## src/rtl/sample_mem_sched_pkg.sv

```systemverilog
// -----------------------------------------------------------------------------
// sample_mem_sched_pkg
//   Shared definitions for the per-sample BRAM scheduler: default widths,
//   slot-sequence state encoding, echo ring base nibble and song clamp.
// -----------------------------------------------------------------------------
package sample_mem_sched_pkg;

  localparam int SAMPLE_W       = 8;   // default sample width
  localparam int SONG_POS_W     = 12;  // 4096 samples per song
  localparam int ECHO_DLY_SHIFT = 7;   // echo delay = echo_sel << 7 samples

  // Upper address nibble of the echo delay ring (0xC000-0xCFFF).
  localparam logic [3:0] ECHO_BASE = 4'hC;

  // Highest valid song slot; larger selections fold onto it.
  localparam logic [3:0] MAX_SONG = 4'd11;

  // Fixed five-step sequence run once per accepted sample strobe.
  typedef enum logic [2:0] {
    ST_IDLE,
    ST_SLOT0,  // song region access (record write / play read)
    ST_SLOT1,  // echo ring write
    ST_SLOT2,  // echo ring delayed read
    ST_CAP     // capture echo data, advance pointers
  } state_t;

  function automatic logic [3:0] clamp_song(input logic [3:0] song);
    return (song > MAX_SONG) ? MAX_SONG : song;
  endfunction

endpackage

```

## src/rtl/echo_ring_ptr.sv

```systemverilog
// -----------------------------------------------------------------------------
// echo_ring_ptr
//   Write pointer of the echo delay ring plus the delayed read pointer.
//   The read pointer trails the write pointer by (echo_sel << ECHO_SHIFT)
//   samples; the subtraction wraps naturally at the POS_W-bit width, which
//   gives the modulo-ring behaviour.
//
// Ports:
//   clk       in   system clock
//   reset     in   synchronous, active-high reset (pointer to 0)
//   advance   in   step the write pointer by one sample
//   echo_sel  in   echo setting, 0 = no delay
//   wr_ptr    out  current ring write pointer
//   rd_ptr    out  ring read pointer, wr_ptr - delay (mod ring size)
// -----------------------------------------------------------------------------
module echo_ring_ptr
  import sample_mem_sched_pkg::*;
#(
  parameter int POS_W      = SONG_POS_W,
  parameter int ECHO_SHIFT = ECHO_DLY_SHIFT
) (
  input  logic             clk,
  input  logic             reset,
  input  logic             advance,
  input  logic [4:0]       echo_sel,
  output logic [POS_W-1:0] wr_ptr,
  output logic [POS_W-1:0] rd_ptr
);

  logic [POS_W-1:0] delay;

  // Delay in samples; truncation to POS_W keeps it inside the ring.
  assign delay  = POS_W'(echo_sel) << ECHO_SHIFT;
  assign rd_ptr = wr_ptr - delay;

  always_ff @(posedge clk) begin
    if (reset) begin
      wr_ptr <= '0;
    end else if (advance) begin
      wr_ptr <= wr_ptr + POS_W'(1);
    end
  end

endmodule

```

## src/rtl/sample_mem_sched.sv

```systemverilog
// -----------------------------------------------------------------------------
// sample_mem_sched
//   Shares one single-port 64K x 8 sample BRAM between the record writer, the
//   playback reader and the echo delay line. Each accepted sample strobe runs
//   IDLE -> SLOT0 -> SLOT1 -> SLOT2 -> CAP -> IDLE, so latency is fixed:
//   strobe in cycle T, new play/echo samples with sample_valid in T+5.
//
// Ports:
//   clk              in   system clock
//   reset            in   synchronous, active-high reset
//   ready            in   one-cycle audio sample strobe
//   record_mode_sel  in   1 = record, 0 = play
//   song_name_sel    in   song slot 0-11 (larger values clamp to 11)
//   echo_sel         in   echo setting, 0 = echo off
//   mic_sample       in   sample to record
//   mix_sample       in   mixed output sample, written into the echo ring
//   mem_addr         out  BRAM address (registered)
//   mem_we           out  BRAM write enable (registered)
//   mem_din          out  BRAM write data (registered)
//   mem_dout         in   BRAM read data, one cycle after mem_addr
//   play_sample      out  playback sample
//   echo_sample      out  delayed echo sample
//   sample_valid     out  one-cycle pulse when play/echo samples update
//   overrun          out  sticky: a strobe arrived while a sequence was busy
// -----------------------------------------------------------------------------
module sample_mem_sched
  import sample_mem_sched_pkg::*;
#(
  parameter int DATA_W     = SAMPLE_W,
  parameter int POS_W      = SONG_POS_W,
  parameter int ECHO_SHIFT = ECHO_DLY_SHIFT
) (
  input  logic                clk,
  input  logic                reset,
  input  logic                ready,
  input  logic                record_mode_sel,
  input  logic [3:0]          song_name_sel,
  input  logic [4:0]          echo_sel,
  input  logic [DATA_W-1:0]   mic_sample,
  input  logic [DATA_W-1:0]   mix_sample,
  output logic [4+POS_W-1:0]  mem_addr,
  output logic                mem_we,
  output logic [DATA_W-1:0]   mem_din,
  input  logic [DATA_W-1:0]   mem_dout,
  output logic [DATA_W-1:0]   play_sample,
  output logic [DATA_W-1:0]   echo_sample,
  output logic                sample_valid,
  output logic                overrun
);

  localparam int ADDR_W = 4 + POS_W;

  state_t state, state_next;

  // Per-sample snapshot. rec_q/song_q also serve as the "previous snapshot"
  // used to detect a mode or song change at the next strobe.
  logic              rec_q,       rec_next;
  logic [3:0]        song_q,      song_next;
  logic [4:0]        echo_sel_q,  echo_sel_next;
  logic [DATA_W-1:0] mix_q,       mix_next;

  logic [POS_W-1:0]  pos,         pos_next;
  logic [DATA_W-1:0] play_hold,   play_hold_next;

  logic [ADDR_W-1:0] addr_next;
  logic              we_next;
  logic [DATA_W-1:0] din_next;
  logic [DATA_W-1:0] play_next;
  logic [DATA_W-1:0] echo_sample_next;
  logic              valid_next;
  logic              overrun_next;

  logic              ring_advance;
  logic [POS_W-1:0]  ring_wr;
  logic [POS_W-1:0]  ring_rd;

  logic [3:0]        song_in;
  logic              mode_change;

  assign song_in     = clamp_song(song_name_sel);
  assign mode_change = (record_mode_sel != rec_q) || (song_in != song_q);

  echo_ring_ptr #(
    .POS_W      (POS_W),
    .ECHO_SHIFT (ECHO_SHIFT)
  ) u_echo_ring_ptr (
    .clk      (clk),
    .reset    (reset),
    .advance  (ring_advance),
    .echo_sel (echo_sel_q),
    .wr_ptr   (ring_wr),
    .rd_ptr   (ring_rd)
  );

  // Next-state logic. Each case arm prepares the bus values for the *next*
  // cycle, so the registered BRAM outputs line up with the named slot.
  always_comb begin
    // NOTE: every signal gets a default before the case; a path that leaves
    // one unassigned would infer a latch.
    state_next       = state;
    rec_next         = rec_q;
    song_next        = song_q;
    echo_sel_next    = echo_sel_q;
    mix_next         = mix_q;
    pos_next         = pos;
    play_hold_next   = play_hold;
    addr_next        = mem_addr;
    we_next          = 1'b0;
    din_next         = mem_din;
    play_next        = play_sample;
    echo_sample_next = echo_sample;
    valid_next       = 1'b0;
    ring_advance     = 1'b0;
    overrun_next     = overrun | (ready && (state != ST_IDLE));

    unique case (state)
      ST_IDLE: begin
        if (ready) begin
          state_next    = ST_SLOT0;
          rec_next      = record_mode_sel;
          song_next     = song_in;
          echo_sel_next = echo_sel;
          mix_next      = mix_sample;
          // A new mode or song restarts at the beginning of the song.
          pos_next      = mode_change ? '0 : pos;
          // SLOT0 bus: song region; din doubles as the mic snapshot.
          addr_next     = {song_in, pos_next};
          we_next       = record_mode_sel;
          din_next      = mic_sample;
        end
      end

      ST_SLOT0: begin
        state_next = ST_SLOT1;
        addr_next  = {ECHO_BASE, ring_wr};
        we_next    = 1'b1;
        din_next   = mix_q;
      end

      ST_SLOT1: begin
        state_next = ST_SLOT2;
        // Data for the SLOT0 song address arrives now.
        if (!rec_q) begin
          play_hold_next = mem_dout;
        end
        addr_next = {ECHO_BASE, ring_rd};
      end

      ST_SLOT2: begin
        state_next = ST_CAP;
      end

      ST_CAP: begin
        state_next       = ST_IDLE;
        play_next        = play_hold;
        // With echo off the SLOT2 read hit the sample just written; drop it.
        echo_sample_next = (echo_sel_q == '0) ? '0 : mem_dout;
        valid_next       = 1'b1;
        pos_next         = pos + POS_W'(1);
        ring_advance     = 1'b1;
      end

      default: begin
        state_next = ST_IDLE;
      end
    endcase
  end

  // NOTE: sequential state uses non-blocking assignments only, so every
  // register samples the pre-edge values regardless of statement order.
  always_ff @(posedge clk) begin
    if (reset) begin
      state        <= ST_IDLE;
      rec_q        <= 1'b1;
      song_q       <= '0;
      echo_sel_q   <= '0;
      mix_q        <= '0;
      pos          <= '0;
      play_hold    <= '0;
      mem_addr     <= '0;
      mem_we       <= 1'b0;
      mem_din      <= '0;
      play_sample  <= '0;
      echo_sample  <= '0;
      sample_valid <= 1'b0;
      overrun      <= 1'b0;
    end else begin
      state        <= state_next;
      rec_q        <= rec_next;
      song_q       <= song_next;
      echo_sel_q   <= echo_sel_next;
      mix_q        <= mix_next;
      pos          <= pos_next;
      play_hold    <= play_hold_next;
      mem_addr     <= addr_next;
      mem_we       <= we_next;
      mem_din      <= din_next;
      play_sample  <= play_next;
      echo_sample  <= echo_sample_next;
      sample_valid <= valid_next;
      overrun      <= overrun_next;
    end
  end

endmodule
```

## config.mk

```make
export PLATFORM = sky130hd
export DESIGN_NAME = sample_mem_sched
export DESIGN_NICKNAME = d
export VERILOG_FILES = /design/src/rtl/sample_mem_sched_pkg.sv /design/src/rtl/echo_ring_ptr.sv /design/src/rtl/sample_mem_sched.sv
export SDC_FILE = /design/constraint.sdc
export NUM_CORES = 1
export LEC_CHECK = 0
export ABC_CLOCK_PERIOD_IN_PS = 2100
export CORE_MARGIN = 2
export CORE_UTILIZATION = 25
export CTS_BUF_LIST = sky130_fd_sc_hd__clkbuf_4 sky130_fd_sc_hd__clkbuf_8 sky130_fd_sc_hd__clkbuf_16
export DETAILED_ROUTE_END_ITERATION = 12
export HOLD_SLACK_MARGIN = 0.06
export PLACE_DENSITY = 0.53
export SYNTH_ARGS = -nofsm -noshare
export SYNTH_HDL_FRONTEND = slang
export SYNTH_SLANG_ARGS = --single-unit
```

## constraint.sdc

```tcl
create_clock -name clk -period 2.1 [get_ports clk]
set_input_delay 0.63 -clock clk [delete_from_list [all_inputs] [get_ports clk]]
set_output_delay 0.63 -clock clk [all_outputs]
set_load 0.01 [all_outputs]
```

* Word level (Yosys, flattened, before mapping)
Cells that the tools add are included.
** Word-level totals
- Flip-flop bits (word level) :: 96
- Output and inout bits :: 43
** Cells by class
- $add $sub $neg :: 3
- Magnitude comparators :: 1
- Eq/ne operators :: 7
- Mux-type cells :: 14
- Bitwise gates (word level) :: 2
- Reduce and logical (&&, ||, !) cells :: 13
** Operators by type and width (count)
- one-hot mux 16 bit (3 select lines) :: 1
- adder 12 x 1 -> 12 bit (second input constant) :: 2
- 2-to-1 mux 12 bit :: 2
- one-hot mux 12 bit (2 select lines) :: 1
- 2-to-1 mux 16 bit :: 1
- 2-to-1 mux 8 bit :: 2
- one-hot mux 8 bit (2 select lines) :: 1
- one-hot mux 3 bit (4 select lines) :: 1
- subtractor 12 bit :: 1
- AND reduction 2 bit :: 5
- == test 3 x 2 -> 1 bit (second input constant) :: 2
- nonzero test 3 bit :: 2
- logical NOT 5 bit :: 1
- greater-than comparator 4 bit (second input constant) :: 1
- 2-to-1 mux 4 bit :: 1
- inequality test 4 bit :: 1
- nonzero test 2 bit :: 2
- == test 3 x 1 -> 1 bit (second input constant) :: 1
- == test 3 bit (second input constant) :: 1
- logical NOT 3 bit :: 1
- 2-to-1 mux 3 bit :: 1
- 2-to-1 mux 1 bit :: 2
- inequality test 2 bit (second input constant) :: 1
- one-hot mux 1 bit (2 select lines) :: 1
- other kinds (5) :: 5

* Longest topological paths before layout
- Depth in word-level cells :: 7
- Gate-level depth with buffers :: 9
- Gate-level depth less buffers :: 9

* Modules after synthesis
Synthesis repeated with hierarchy kept, for this count alone.
** Second synthesis, totals
- Cells, all modules :: 538
- Area total of the unflattened synthesis :: 4340.4 µm²
** Modules (own cells, without submodules)
- sample_mem_sched :: times used 1, cells an instance 456, area each 3617.2 µm², seq. area each 1681.6 µm²
- echo_ring_ptr :: times used 1, cells an instance 82, area each 723.2 µm², seq. area each 240.2 µm²

* Least setup slack after synthesis
No wires, ideal clock.
- Path type :: flip-flop to flip-flop
- From :: register u_echo_ring_ptr.wr_ptr[7]
- To :: register mem_addr[11]
- Setup time :: 0.081 ns
- Arrival time :: 1.826 ns
- Data required time :: 2.019 ns
- Slack :: 0.193 ns
- Cell stages (with the launch flop) :: 10
- Path through :: dfxtp_1 > inv_1 > ha_1 > inv_1 > fa_1 > a21o_1 > a21oi_1 > xnor2_1 > or3_1 > a41oi_1
** On the way
- Cells in the longest elaborated chain, start to end :: 2
** Ends and longest elaborated chain
- from (decl) :: RTL line echo_ring_ptr.sv:26 : output logic [POS_W-1:0] wr_ptr,
- from (signal assigned) :: RTL line echo_ring_ptr.sv:40 : wr_ptr <= wr_ptr + POS_W'(1);
- subtractor 12 bit :: RTL line echo_ring_ptr.sv:34 : assign rd_ptr = wr_ptr - delay;
- one-hot mux 16 bit (3 select lines) :: RTL line sample_mem_sched.sv:116 : unique case (state)
- to (signal assigned) :: RTL line sample_mem_sched.sv:195 : mem_addr <= addr_next;
- to (decl) :: RTL line sample_mem_sched.sv:41 : output logic [4+POS_W-1:0] mem_addr,
No other way between the ends.
A chain may end at the register's enable or synchronous reset.

* Worst setup path after layout
Same ends and word-level chain as after synthesis.

==> flow_metrics.tcl <==
set metrics [dict create \
    crit_path_end_kind "register" \
    fp.dieW_um 134 \
    synth_edf_count 0 \
    peakVddDrop_mv 0.393 \
    grt_pass1_vias 3786 \
    post-route-period-util_pct 95.4 \
    grt_busiest_layer "met2" \
    yosysTopAreaCellShare_pct 45.5 \
    avgSynthCellArea_um2 8.22 \
    dp_worst_setup_slack_ns -0.296 \
    r2r_end "mem_addr[11]" \
    yosys-top-cells-area "dfxtp_1, nand2_1, a21oi_1" \
    ys_seq_area_share_pct 45.5 \
    wirelength_mm 11.7 \
    p_leak_nw 1.96 \
    cts.clk_slew.worst_paths_ns 0.07 \
    hpwl_mm 8.15 \
    hold_viol_final 0 \
    worst_hold_startpoint "play_hold[2]" \
    syn-cell-area_um2 4230 \
    cellPowerDensity_nw_per_um2 816 \
    gp_congestion 0.801 \
    drive_above_1_share_pct 8.39 \
    min_path_cells 2 \
    chipHeight_um 134 \
    hold_path.class "register to register" \
    fillers 1687 \
    synthArstFlopShare_pct 0 \
    cap_viol_max_count 0 \
    synthCells 514 \
    wl_per_cell_um 14.3 \
    fin_tns_setup_ns 0 \
    area_growth_syn_to_layout_pct 34.4 \
    viasPerCell 4.71 \
    synth_nets 558 \
    die_area_um2 18000 \
    yosysTopAreaCell "dfxtp_1" \
    h-tree-depth 3 \
    worstSetupPathType "register to register" \
    r2r_setup_slack_ns 0.1 \
    grt_use_met2_pct 21.4 \
    regToRegStartpoint "u_echo_ring_ptr.wr_ptr[7]" \
    pin_count 80 \
    period_minus_slack_ns 2.00 \
    core_um2 16500 \
    finClkSkew_ns 0.00746 \
    ys_ff_latch 96 \
    clk_latency_ns 0.35 \
    antenna_found_initial 0 \
    worstMarginPinSlew_ns 0.649 \
    min_to "play_sample[2]" \
    final_core_util_pct 34.4 \
    max_freq_mhz 499 \
    ys_types 50 \
    grt_use_met1_pct 17.3 \
    numCtsBuffers 9 \
    fin_nets 636 \
    initial_core_util_pct 25.6 \
    post-cts-setup-buffers 0 \
    hold_ws_ns 0.452 \
    antenna_cells 0 \
    worstPathRequired_ns 2.37 \
    finalSetupViolCount 0 \
    cp.arrival_ns 2.27 \
    synth_top_flop_cell "dfxtp_1" \
    cts_tree "done" \
    fp-row-count 47 \
    root_buffer "clkbuf_16" \
    io_buffers 79 \
    r2r_cells 9 \
    vias 3843 \
    detail-route-antenna-nets 0 \
    drt_iter0_markers 238 \
    maxSlewHeadroom_pct 56.8 \
    crit_fanout 3 \
    rsz0062_at_grt "false" \
    grt_pass1_wl_mm 19.4 \
    finalWorstSetupSlack_ns 0.0976 \
    overflow 0 \
    dr.pass1.iters 4 \
    start_kind "register" \
    cts_num_sinks 96 \
    yosysWarnings 0 \
    track_usage_pct 13.6 \
    grt_max_degree 79 \
    drc 0 \
    status "finished, final reports clean" \
    clockBufferDepth 2 \
    grt.met3_usage_pct 4.12 \
    maxSlewViolCount 0 \
]
## worst max-delay path: stages (launching register included)
cell and delay (ns):
dfxtp_1 0.33, inv_1 0.09, ha_2 0.19, inv_1 0.05, fa_2 0.35, a21o_1 0.20
a21oi_2 0.14, xnor2_1 0.09, or3_1 0.31, a41oi_1 0.18
## placed cells by master (no fill, tap or decap), types with 9 or more instances in the layout
cell / netlist / final
xnor2_1: 10 / 10
buf_4: 4 / 17
xor2_1: 9 / 9
clkdlybuf4s50_1: 0 / 78
a311oi_1: 14 / 14
a21oi_1: 62 / 61
o21ai_0: 29 / 29
nand3_1: 9 / 9
nor2_1: 41 / 41
dfxtp_1: 96 / 96
nand2_1: 109 / 109
nor3_1: 11 / 11
clkbuf_16: 0 / 9
inv_1: 9 / 9
nand4_1: 12 / 12
## per-layer routing
| layer | share of wire, % | vias to the layer above |
|---|---|---|
| met4 | 2.5 | 0 |
| met1 | 47 | 1785 |
| met3 | 5.3 | 19 |
| met5 | 0 | - |
| li1 | - | 1956 |
| met2 | 45 | 83 |
## sequential cells by signal, indices dropped and copies added (netlist names), 3 cells and up
register and count:
mem_addr 16, pos 12, u_echo_ring_ptr.wr_ptr 12, echo_sample 8, mem_din 8, mix_q 8, play_hold 8, play_sample 8
echo_sel_q 5, song_q 4, state 3
## cell usage after synthesis, types with 5 or more instances
| library cell | instances |
|---|---|
| o21ai_0 | 29 |
| ha_1 | 6 |
| a22oi_1 | 8 |
| or3_1 | 5 |
| nor3_1 | 11 |
| buf_2 | 10 |
| inv_1 | 9 |
| nand3_1 | 9 |
| xor2_1 | 9 |
| nand2_1 | 109 |
| buf_6 | 5 |
| clkbuf_1 | 15 |
| a21oi_1 | 62 |
| dfxtp_1 | 96 |
| xnor2_1 | 10 |
| nor2_1 | 41 |
| a311oi_1 | 14 |
| a41oi_1 | 5 |
| nand4_1 | 12 |
## what timing repair did
item	in CTS	in global routing
setup endpoints to repair	0	1
resized for setup	0	3
hold buffers	0	0
hold endpoints to repair	0	0
## kinds of logic (layout without fill, tap and decap cells)
| group | after synthesis | count (layout) | synth area share (%) |
|---|---|---|---|
| AO/OA/AOI/OAI | 132 | 132 | 18.7 |
| XOR/XNOR | 19 | 19 | 3.94 |
| adder cells (fa/ha/maj) | 7 | 7 | 2.25 |
| buffers and inverters | 44 | 126 | 5.45 |
| flip-flops | 96 | 96 | 45.5 |
| multiplexers | 1 | 1 | 0.237 |
| AND/OR/NAND/NOR | 215 | 215 | 23.9 |
## cell type report
cell class	count	area, um2	share of cell area [%]
Inverter	9	33.8	0.595
Tap cell	220	275	4.85
Clock inverter	6	109	1.92
Multi-Input combinational cell	374	2080	36.7
Timing Repair Buffer	102	1030	18.2
Clock buffer	9	225	3.96
Sequential cell	96	1920	33.8
## where the power goes
| group | internal [mW] | total (mW) | switching, mW | leakage [nW] |
|---|---|---|---|---|
| registers | 1.92 | 2.00 | 0.0797 | 0.782 |
| logic | 0.370 | 0.760 | 0.390 | 1.01 |
| clock network | 1.16 | 1.87 | 0.715 | 0.165 |
| total | 3.45 | 4.63 | 1.19 | 1.96 |
## through the flow
stage | cells | cell area [um2] | power, mW
final | 816 | 5680 | 4.63
after global routing | 816 | 5680 | 4.84
after CTS | 816 | 5670 | 4.69
after detailed placement | 801 | 5340 | 2.81
after global placement | 801 | 5340 | 2.79
after floorplan | 514 | 4230 | 2.44
## worst max-delay path by stage
stage	start	to	cells past startpoint
3_5_place_dp	song_name_sel[2]	pos[5]	7
6_report	u_echo_ring_ptr.wr_ptr[7]	mem_addr[11]	9
4_1_cts	u_echo_ring_ptr.wr_ptr[7]	mem_addr[11]	9
3_3_place_gp	song_name_sel[2]	pos[2]	7
2_1_floorplan	u_echo_ring_ptr.wr_ptr[7]	mem_addr[11]	9
5_1_grt	song_name_sel[2]	pos[1]	7
No activity file was read; power rests on OpenSTA's default activity.
